File: config.mk
export PLATFORM = sky130hd
export DESIGN_NAME = memory_access_controller_flat
export DESIGN_NICKNAME = d
export VERILOG_FILES = /design/src/rtl/memory_access_controller_if.sv /design/src/rtl/memory_access_controller.sv /design/src/flat_wrapper.sv
export SDC_FILE = /design/constraint.sdc
export NUM_CORES = 1
export LEC_CHECK = 0
export ABC_CLOCK_PERIOD_IN_PS = 3860
export CAP_MARGIN = 10
export CORE_UTILIZATION = 39
export DETAILED_ROUTE_END_ITERATION = 12
export GPL_TIMING_DRIVEN = 0
export PLACE_DENSITY = 0.87
export SLEW_MARGIN = 20
export SYNTH_ARGS = -nofsm -noshare
export SYNTH_HDL_FRONTEND = slang
export SYNTH_SLANG_ARGS = --single-unit
File: constraint.sdc
create_clock -name clk -period 3.86 [get_ports clk]
set_input_delay 0.579 -clock clk [delete_from_list [all_inputs] [get_ports clk]]
set_output_delay 0.579 -clock clk [all_outputs]
set_load 0.01 [all_outputs]
File: src/rtl/memory_access_controller_if.sv
// Command, status and memory-port bundle for memory_access_controller.
// The slave modport is the controller; the master modport is the command issuer and memory model.
interface memory_access_controller_if #(
    parameter int DATA_W = 32,
    parameter int ADDR_W = 32
);
    logic              start;
    logic [3:0]        op_code;
    logic [ADDR_W-1:0] source_address;
    logic [DATA_W-1:0] source_data;
    logic              busy;
    logic              done;
    logic              err;
    logic              ldr_sel;
    logic              add_bus_sel;
    logic [ADDR_W-1:0] destination_address;
    logic [DATA_W-1:0] data_bus;
    logic              mem_req;
    logic              mem_we;
    logic              mem_ready;
    logic [DATA_W-1:0] mem_rdata;
    logic [DATA_W-1:0] load_data;

    modport master (
        output start, op_code, source_address, source_data, mem_ready, mem_rdata,
        input  busy, done, err, ldr_sel, add_bus_sel, destination_address,
               data_bus, mem_req, mem_we, load_data
    );

    modport slave (
        input  start, op_code, source_address, source_data, mem_ready, mem_rdata,
        output busy, done, err, ldr_sel, add_bus_sel, destination_address,
               data_bus, mem_req, mem_we, load_data
    );
endinterface

File: src/rtl/memory_access_controller.sv
// LDR/STR controller: start->done in 2 cycles minimum, +1 per low mem_ready edge; start ignored while busy.
// Optional MEM_CTRL_TIMEOUT_EN bounds the wait on mem_ready to TIMEOUT_CYCLES edges and reports err.
module memory_access_controller #(
    parameter int DATA_W         = 32,
    parameter int ADDR_W         = 32,
    parameter int TIMEOUT_CYCLES = 16
) (
    input logic                      clk,
    input logic                      reset,
    memory_access_controller_if.slave bus
);
    localparam logic [3:0] OP_LDR = 4'b1101;
    localparam logic [3:0] OP_STR = 4'b1110;

    typedef enum logic [1:0] {IDLE, REQ, DONE} state_t;

    state_t            state;
    logic              busy;
    logic              done;
    logic              err;
    logic              ldr_sel;
    logic              add_bus_sel;
    logic [ADDR_W-1:0] destination_address;
    logic [DATA_W-1:0] data_bus;
    logic              mem_req;
    logic              mem_we;
    logic [DATA_W-1:0] load_data;

    // The terminal count must fit the 8-bit wait counter.
    if (TIMEOUT_CYCLES < 1 || TIMEOUT_CYCLES > 255) begin : g_timeout_cycles_out_of_range
    end

`ifdef MEM_CTRL_TIMEOUT_EN
    localparam logic [7:0] TIMEOUT_LAST = 8'(TIMEOUT_CYCLES - 1);
    logic [7:0] wait_cnt;
`endif

    always_ff @(posedge clk or posedge reset) begin
        if (reset) begin
            state               <= IDLE;
            busy                <= 1'b0;
            done                <= 1'b0;
            err                 <= 1'b0;
            ldr_sel             <= 1'b0;
            add_bus_sel         <= 1'b0;
            destination_address <= '0;
            data_bus            <= '0;
            mem_req             <= 1'b0;
            mem_we              <= 1'b0;
            load_data           <= '0;
`ifdef MEM_CTRL_TIMEOUT_EN
            wait_cnt            <= '0;
`endif
        end else begin
            done <= 1'b0;
            err  <= 1'b0;
            case (state)
                IDLE: begin
                    if (bus.start) begin
                        if (bus.op_code == OP_LDR || bus.op_code == OP_STR) begin
                            state               <= REQ;
                            busy                <= 1'b1;
                            mem_req             <= 1'b1;
                            mem_we              <= (bus.op_code == OP_STR);
                            ldr_sel             <= (bus.op_code == OP_LDR);
                            add_bus_sel         <= 1'b1;
                            destination_address <= bus.source_address;
                            data_bus            <= (bus.op_code == OP_STR) ? bus.source_data : '0;
`ifdef MEM_CTRL_TIMEOUT_EN
                            wait_cnt            <= '0;
`endif
                        end else begin
                            err <= 1'b1;
                        end
                    end
                end
                REQ: begin
                    // mem_ready takes priority over an expiring timeout on the same edge.
                    if (bus.mem_ready) begin
                        state   <= DONE;
                        done    <= 1'b1;
                        mem_req <= 1'b0;
                        mem_we  <= 1'b0;
                        if (ldr_sel) begin
                            load_data <= bus.mem_rdata;
                        end
                    end
`ifdef MEM_CTRL_TIMEOUT_EN
                    else if (wait_cnt == TIMEOUT_LAST) begin
                        state   <= DONE;
                        done    <= 1'b1;
                        err     <= 1'b1;
                        mem_req <= 1'b0;
                        mem_we  <= 1'b0;
                    end else begin
                        wait_cnt <= wait_cnt + 8'd1;
                    end
`endif
                end
                DONE: begin
                    state               <= IDLE;
                    busy                <= 1'b0;
                    ldr_sel             <= 1'b0;
                    add_bus_sel         <= 1'b0;
                    destination_address <= '0;
                    data_bus            <= '0;
                end
                default: state <= IDLE;
            endcase
        end
    end

    assign bus.busy                = busy;
    assign bus.done                = done;
    assign bus.err                 = err;
    assign bus.ldr_sel             = ldr_sel;
    assign bus.add_bus_sel         = add_bus_sel;
    assign bus.destination_address = destination_address;
    assign bus.data_bus            = data_bus;
    assign bus.mem_req             = mem_req;
    assign bus.mem_we              = mem_we;
    assign bus.load_data           = load_data;
endmodule

File: src/flat_wrapper.sv
// flat-port wrapper written by rule: the top's interface ports become plain ports
module memory_access_controller_flat 
#(
    parameter int DATA_W         = 32,
    parameter int ADDR_W         = 32,
    parameter int TIMEOUT_CYCLES = 16
)
  (clk, reset, bus_start, bus_op_code, bus_source_address, bus_source_data, bus_mem_ready, bus_mem_rdata, bus_busy, bus_done, bus_err, bus_ldr_sel, bus_add_bus_sel, bus_destination_address, bus_data_bus, bus_mem_req, bus_mem_we, bus_load_data);
  memory_access_controller_if #(.DATA_W(DATA_W), .ADDR_W(ADDR_W)) bus_i ();
  input logic clk;
  input logic reset;
  input wire logic [$bits(bus_i.start)-1:0] bus_start;
  input wire logic [$bits(bus_i.op_code)-1:0] bus_op_code;
  input wire logic [$bits(bus_i.source_address)-1:0] bus_source_address;
  input wire logic [$bits(bus_i.source_data)-1:0] bus_source_data;
  input wire logic [$bits(bus_i.mem_ready)-1:0] bus_mem_ready;
  input wire logic [$bits(bus_i.mem_rdata)-1:0] bus_mem_rdata;
  output wire logic [$bits(bus_i.busy)-1:0] bus_busy;
  output wire logic [$bits(bus_i.done)-1:0] bus_done;
  output wire logic [$bits(bus_i.err)-1:0] bus_err;
  output wire logic [$bits(bus_i.ldr_sel)-1:0] bus_ldr_sel;
  output wire logic [$bits(bus_i.add_bus_sel)-1:0] bus_add_bus_sel;
  output wire logic [$bits(bus_i.destination_address)-1:0] bus_destination_address;
  output wire logic [$bits(bus_i.data_bus)-1:0] bus_data_bus;
  output wire logic [$bits(bus_i.mem_req)-1:0] bus_mem_req;
  output wire logic [$bits(bus_i.mem_we)-1:0] bus_mem_we;
  output wire logic [$bits(bus_i.load_data)-1:0] bus_load_data;
  assign bus_i.start = bus_start;
  assign bus_i.op_code = bus_op_code;
  assign bus_i.source_address = bus_source_address;
  assign bus_i.source_data = bus_source_data;
  assign bus_i.mem_ready = bus_mem_ready;
  assign bus_i.mem_rdata = bus_mem_rdata;
  assign bus_busy = bus_i.busy;
  assign bus_done = bus_i.done;
  assign bus_err = bus_i.err;
  assign bus_ldr_sel = bus_i.ldr_sel;
  assign bus_add_bus_sel = bus_i.add_bus_sel;
  assign bus_destination_address = bus_i.destination_address;
  assign bus_data_bus = bus_i.data_bus;
  assign bus_mem_req = bus_i.mem_req;
  assign bus_mem_we = bus_i.mem_we;
  assign bus_load_data = bus_i.load_data;
  memory_access_controller #(.DATA_W(DATA_W), .ADDR_W(ADDR_W), .TIMEOUT_CYCLES(TIMEOUT_CYCLES)) u_core (.clk(clk), .reset(reset), .bus(bus_i));
endmodule
==> summary.md, run 1 <==
| Metric | Value |
|---|---|
| Hold Fails Final Rpt | 0 |
| Reg2Reg Launch Point | u_core.state[0] |
| Max_cap viols | 0 |
| Relative slew slack | 57.2% |
| Initial antenna violation count | 0 |
| DR DRC count | 0 |
| IO buf count | around 200 |
| CP max stage cell | nor4b_4 |
| Netlist cell types | 36 |
| Hpwl dp | slightly above 8000 µm |
| Sequential fraction of the synthesis area | 66.1% |
| Vias in the first global route | around 3,300 |
| Wirelength per Cell | roughly 17 µm |
| Layout area overhead | 62.3% |
| Die W | approximately 100 µm |
| Post-layout util | around two thirds |
| Post-synth top area cell | dfrtp_1 |
| Post-synth top flop | dfrtp_1 |
| Final Cell Area | ~0.0064 mm² |
| Die Height | approximately 100 µm |
| Hold WC Path Type | flip-flop to flip-flop |
| Synthesized flop and latch total | ~100 |
| Drt total wl | ~11,000 µm |
| Final setup viols | 0 |
| Reg2reg end | u_core.bus.data_bus[8] |
| Maximum vdd drop | between 200 and 300 µV |
| CTS buffer count | 9 |
| GRT Total Usage | between 20 and 25% |
| Vias per cell | 5.04 |
| CTS root buf | clkbuf_8 |
| Worst Setup Start Kind | input pin |
| Req. time, crit path | roughly 4.2 ns |
| Max-slew violations | 0 |
| RSZ-0062 raised after global routing | false |
| Mean Syn Cell Area | approximately 15 µm² |
| Num ports | around 210 |
| R2R cell count | 4 |
| Clock transition at path regs | roughly 0.090 ns |
| Area after DPL | slightly above 0.006 mm² |
| Die area | ~0.010 mm² |
| Leak | roughly 0.0028 µW |
| Critical path endpoint category | flip-flop |
| Pwr Total | between 3000 and 4000 µW |
| Crit path buffers/inverters | 2 |
| Drt pass-1 iters | 4 |
| F_max | 460 MHz |
| Cell with the most instances after synthesis | dfrtp_1 |
| Std-Cell Rows | 36 |
| N_diodes | 0 |
| Reg2Reg Setup Slack | between 1.5 and 2 ns |
| Crit path time final | approximately 2.2 ns |
| Max stage delay on crit path | between 0.5 and 0.6 ns |
| GRT overflow | 0 |
| Critical path's top delay family | simple AND/OR/NAND/NOR gates |
| RePlAce Congestion | between 0.7 and 0.8 |
| DRT iter0 DRCs | roughly 100 |
| Crit Path Max Fanout | 10 |
| Worst skew pair latency | 0.36 ns |
| Post-synth EDFFs | 0 |
| Area share of the largest cell type after synthesis | between 60% and 70% |
| Yosys warnings | 0 |
| Share of cells above drive strength 1 | approximately 18% |
| Fin crit share | roughly 56% |
| Postcts setup bufs | 0 |
| Largest net degree at the start of global routing | 55 |
| Least-Margin Pin Slew | about 0.64 ns |
| Final nets | ~580 |
| Final ANT Viol Nets | 0 |
| Hold Path End | u_core.bus.mem_req |
| Cells after synthesis | 263 |
| Longest Clk Path Bufs | 2 |
| First-pass GRT wire length | 15,900 µm |
| H-Tree Depth | 3 |
| Worst clock skew | 0.0147 ns |
| Synth cell count leaders | dfrtp_1, a22o_1, mux2_2 |
| Cts hold-fix bufs | 0 |
| Critical path type | input pin to flip-flop |
| Status | finished, final reports clean |
| Vias after detailed routing | ~3,100 |
| CTS tree | yes |
| Worst hold path stage count | 1 |
| Pwr per Cell Area | approximately 500 mW/mm² |
| Crit path depth | 5 |
| Core area | ~0.0098 mm² |
| Synth area leaders | dfrtp_1, mux2_2, a22o_1 |
| Post-route setup TNS | 0 ns |
| Resized Gates After CTS | 0 |
| Asr flop ratio synth | 100% |
| Num Clock Sinks | 104 |
| Mapped Area | roughly 0.0039 mm² |
| CP cell instances | clkdlybuf4s50_1 -> or3b_4 -> nor4b_4 -> buf_6 -> a22o_2 |
| Initial core utilization | between 40% and 50% |
| Worst EP arrival | roughly 2.5 ns |
| HP Start | u_core.bus.mem_req |
| Syn_nets | approximately 370 |
[how the worst max path moves through the flow]
stage               startpoint                                 end  slack, ns
floorplan                reset                     u_core.bus.busy       0.55
global placement         reset  u_core.bus.destination_address[18]      -0.84
detailed placement   bus_start             u_core.bus.data_bus[31]       1.32
CTS                  bus_start              u_core.bus.data_bus[8]       1.69
global route         bus_start              u_core.bus.data_bus[8]       1.61
finish               bus_start              u_core.bus.data_bus[8]       1.68
[sequential cells by signal (all words and copies together), names as in the netlist]
register / flops
u_core.bus.data_bus: 32
u_core.bus.destination_address: 32
u_core.bus.load_data: 32
u_core.state: 2
u_core.bus.busy: 1
u_core.bus.done: 1
u_core.bus.err: 1
u_core.bus.ldr_sel: 1
u_core.bus.mem_req: 1
u_core.bus.mem_we: 1
[metal layers]
| metal | vias to the layer above | global-route usage [%] | wire length, µm |
|---|---|---|---|
| li1 | 1425 | - | - |
| met1 | 1528 | 23.9 | 4210 |
| met2 | 145 | 34.8 | 5390 |
| met3 | 19 | 5.61 | 788 |
| met4 | 0 | 6.92 | 195 |
| met5 | - | 0 | 0 |
[report_power, final]
group | switching, µW | internal (µW)
Sequential | 139 | 1330
Clock | 386 | 283
Combinational | 367 | 685
Total | 892 | 2300
[kinds of logic (layout without fill, tap and decap cells)]
family	Yosys count	in the layout	share of synthesized area (%)
and+or+nand+nor	23	23	4.36
buffers and inverters	24	246	3.12
xor gates and xnor gates	2	2	0.445
AOI/OAI and AO/OA	78	78	16.8
DFF	104	104	66.1
muxes	32	32	9.16
[stage by stage]
step           instances  setup slack, ns  hold WS, ns
6_report             618             1.68        0.488
5_1_grt              618             1.61        0.524
4_1_cts              618             1.69        0.499
3_5_place_dp         602             1.32        0.469
3_3_place_gp         601           -0.844        0.472
2_1_floorplan        263            0.549        0.518
[cell usage in the layout, fill, tap and decap left out, types with 3 or more instances in the layout]
master,instances
o31ai_1,6
nand4_1,6
a21oi_1,7
a22o_1,39
dfrtp_1,104
mux2_2,32
a22o_2,18
buf_2,11
clkbuf_1,6
clkbuf_8,11
inv_1,3
clkdlybuf4s50_1,205
[final cells by class]
class | count | area [µm²]
inverters | 4 | 20.0
well taps | 133 | 166
repair buffers | 206 | 2080
clock buffers | 11 | 151
clock inverters | 5 | 47.5
multi-input cells | 135 | 1210
fillers | 765 | 3390
plain buffers | 20 | 108
flip-flops and latches | 104 | 2600
Power figures use the tool's default switching activity.
==> inputs of run 2 (changes only) <==
Settings changed: ABC_CLOCK_PERIOD_IN_PS 3860 to 1800, CORE_UTILIZATION 39 to 35, PLACE_DENSITY 0.87 to 0.82.
Clock period 3.86 ns to 1.8 ns, I/O delays scaled along.
==> summary.md, run 2 (synthesized netlist as in run 1, its figures left out) <==
| Metric | Value |
|---|---|
| Top flop regs | u_core.bus.data_bus (32), u_core.bus.destination_address (32), u_core.bus.load_data (32) |
| Reg2reg end | u_core.bus.mem_we |
| Worst Setup Start Kind | flip-flop |
| Post-layout util | around three fifths |
| Largest net degree at the start of global routing | 35 |
| Layout area overhead | 63.9% |
| CTS buffer count | 9 |
| Hpwl dp | roughly 8000 µm |
| Reg2Reg Setup Slack | ~0.090 ns |
| Drt pass-1 iters | 4 |
| Core area | 0.0109 mm² |
| Cts hold-fix bufs | 0 |
| GRT overflow | 0 |
| Num ports | about 210 |
| Least-Margin Pin Slew | between 0.4 and 0.5 ns |
| Worst skew pair latency | ~0.35 ns |
| H-Tree Depth | 3 |
| Placed cells | approximately 600 |
| Status | finished, final reports clean |
| Drt total wl | around 11,000 µm |
| RSZ-0062 raised after global routing | false |
| Relative slew slack | 70.7% |
| Final ANT Viol Nets | 0 |
| Die W | roughly 110 µm |
| Vias in the first global route | around 3,200 |
| Initial antenna violation count | 0 |
| Crit Path Max Fanout | 5 |
| Hold Fails Final Rpt | 0 |
| CP cell instances | or3b_4 -> or3_1 -> a311o_1 |
| IO buf count | slightly above 200 |
| CTS root buf | clkbuf_8 |
| Area after DPL | ~0.0062 mm² |
| RePlAce Congestion | 0.750 |
| Maximum vdd drop | between 400 and 500 µV |
| DR DRC count | 0 |
| Fin cells | 627 |
| Num Clock Sinks | about 100 |
| Die area | 0.0117 mm² |
| Pwr per Cell Area | ~1000 mW/mm² |
| CP max stage cell | or3b_4 |
| Final nets | approximately 590 |
| Critical path endpoint category | flip-flop |
| Reg2Reg Launch Point | u_core.state[1] |
| Clock transition at path regs | 0.09 ns |
| Req. time, crit path | roughly 2 ns |
| Hold WC Path Type | input pin to asynchronous set/reset pin |
| Vias per cell | around 4.9 |
| GRT Total Usage | a little under a fifth |
| Leak | approximately 0.0029 µW |
| Worst setup margin | roughly 0.09 ns |
| N_diodes | 0 |
| Crit path from | u_core.state[1] |
| Crit path time final | approximately 1.7 ns |
| Max-slew violations | 0 |
| Longest Clk Path Bufs | 2 |
| Worst EP arrival | slightly below 2 ns |
| R2R cell count | 3 |
| Commonest non-fill, non-tap cell in the layout | clkdlybuf4s50_1 |
| Wirelength per Cell | 16.8 µm |
| F_max | between 500 and 600 MHz |
| Die Height | about 110 µm |
| Share of cells above drive strength 1 | a little under a fifth |
| Most frequent cells in the layout | clkdlybuf4s50_1, dfrtp_1, a22o_1, mux2_2, a22o_2 |
| First-pass GRT wire length | between 15,000 and 20,000 µm |
| Std-Cell Rows | 38 |
| Pre-CTS WS | -0.518 ns |
| DRT iter0 DRCs | between 90 and 100 |
| Vias after detailed routing | a little over 3,000 |
| Final Cell Area | 0.00645 mm² |
| Post-route setup TNS | 0 ns |
| CTS tree | yes |
| Worst clock skew | approximately 0.010 ns |
| Critical path type | flip-flop to flip-flop |
| Max_cap viols | 0 |
| Final setup viols | 0 |
| Fin crit share | 95.0% |
| Initial core utilization | between 30% and 40% |
| Max stage delay on crit path | 0.46 ns |
-- run 2: changes by cell type in the layout (fill, tap and decap cells not counted), sizes merged --
cell,before,now
clkbuf,17,23
inv,7,3
-- run 2: worst max-delay path: cells and delay by family, from the launching register on --
| kind | cells | cell delay (ns) |
|---|---|---|
| AOI/OAI and AO/OA | 1 | 0.36 |
| DFF | 1 | 0.42 |
| and+or+nand+nor | 2 | 0.82 |
-- run 2: cell type report --
cell class	count	area, µm²
fillers	918	4440
flip-flops and latches	104	2600
repair buffers	211	2150
multi-input cells	135	1230
well taps	140	175
clock buffers	13	149
plain buffers	19	121
inverters	4	18.8
clock inverters	1	5.00
-- run 2: how the worst max path moves through the flow --
stage	end	slack (ns)	cells after the start
after detailed placement	u_core.bus.data_bus[28]	-0.52	5
after floorplan	u_core.bus.data_bus[0]	0.17	4
final	u_core.bus.mem_we	0.09	3
after global placement	u_core.bus.destination_address[27]	-0.66	2
after CTS	u_core.bus.data_bus[28]	0.0003	6
after global routing	u_core.bus.destination_address[12]	0.0005	4
-- run 2: through the flow --
stage | hold WS [ns] | total power (µW)
after floorplan | 0.366 | 3980
after global placement | 0.461 | 5390
after detailed placement | 0.477 | 5470
after CTS | 0.254 | 6730
after global routing | 0.281 | 6990
final | 0.272 | 6640
-- run 2: repair_timing --
| item | 4_1_cts | 5_1_grt |
|---|---|---|
| pin swaps | 1 | 2 |
| gates resized for setup | 4 | 9 |
| endpoints found under the setup margin | 55 | 49 |
| buffers inserted | 3 | 0 |
-- run 2: report_power, final --
group / internal (µW) / switching (µW) / leakage (µW)
Sequential: 2850 / 289 / 0.00137
Clock: 527 / 693 / 0.0000794
Combinational: 1490 / 794 / 0.00141
-- run 2: metal layers --
layer  up-vias  global-route usage [%]  part of all wire, %
li1       1422                       -                    -
met4         0                    7.34                  1.5
met5         -                       0                    0
met2       156                    31.3                   50
met1      1486                    21.8                   41
met3        12                    3.98                  8.2
==> inputs of run 3 (changes only) <==
Settings changed: TNS_END_PERCENT set to 100.
==> results of run 3 <==
Final layout, timing and power as in run 2 (identical DEF).
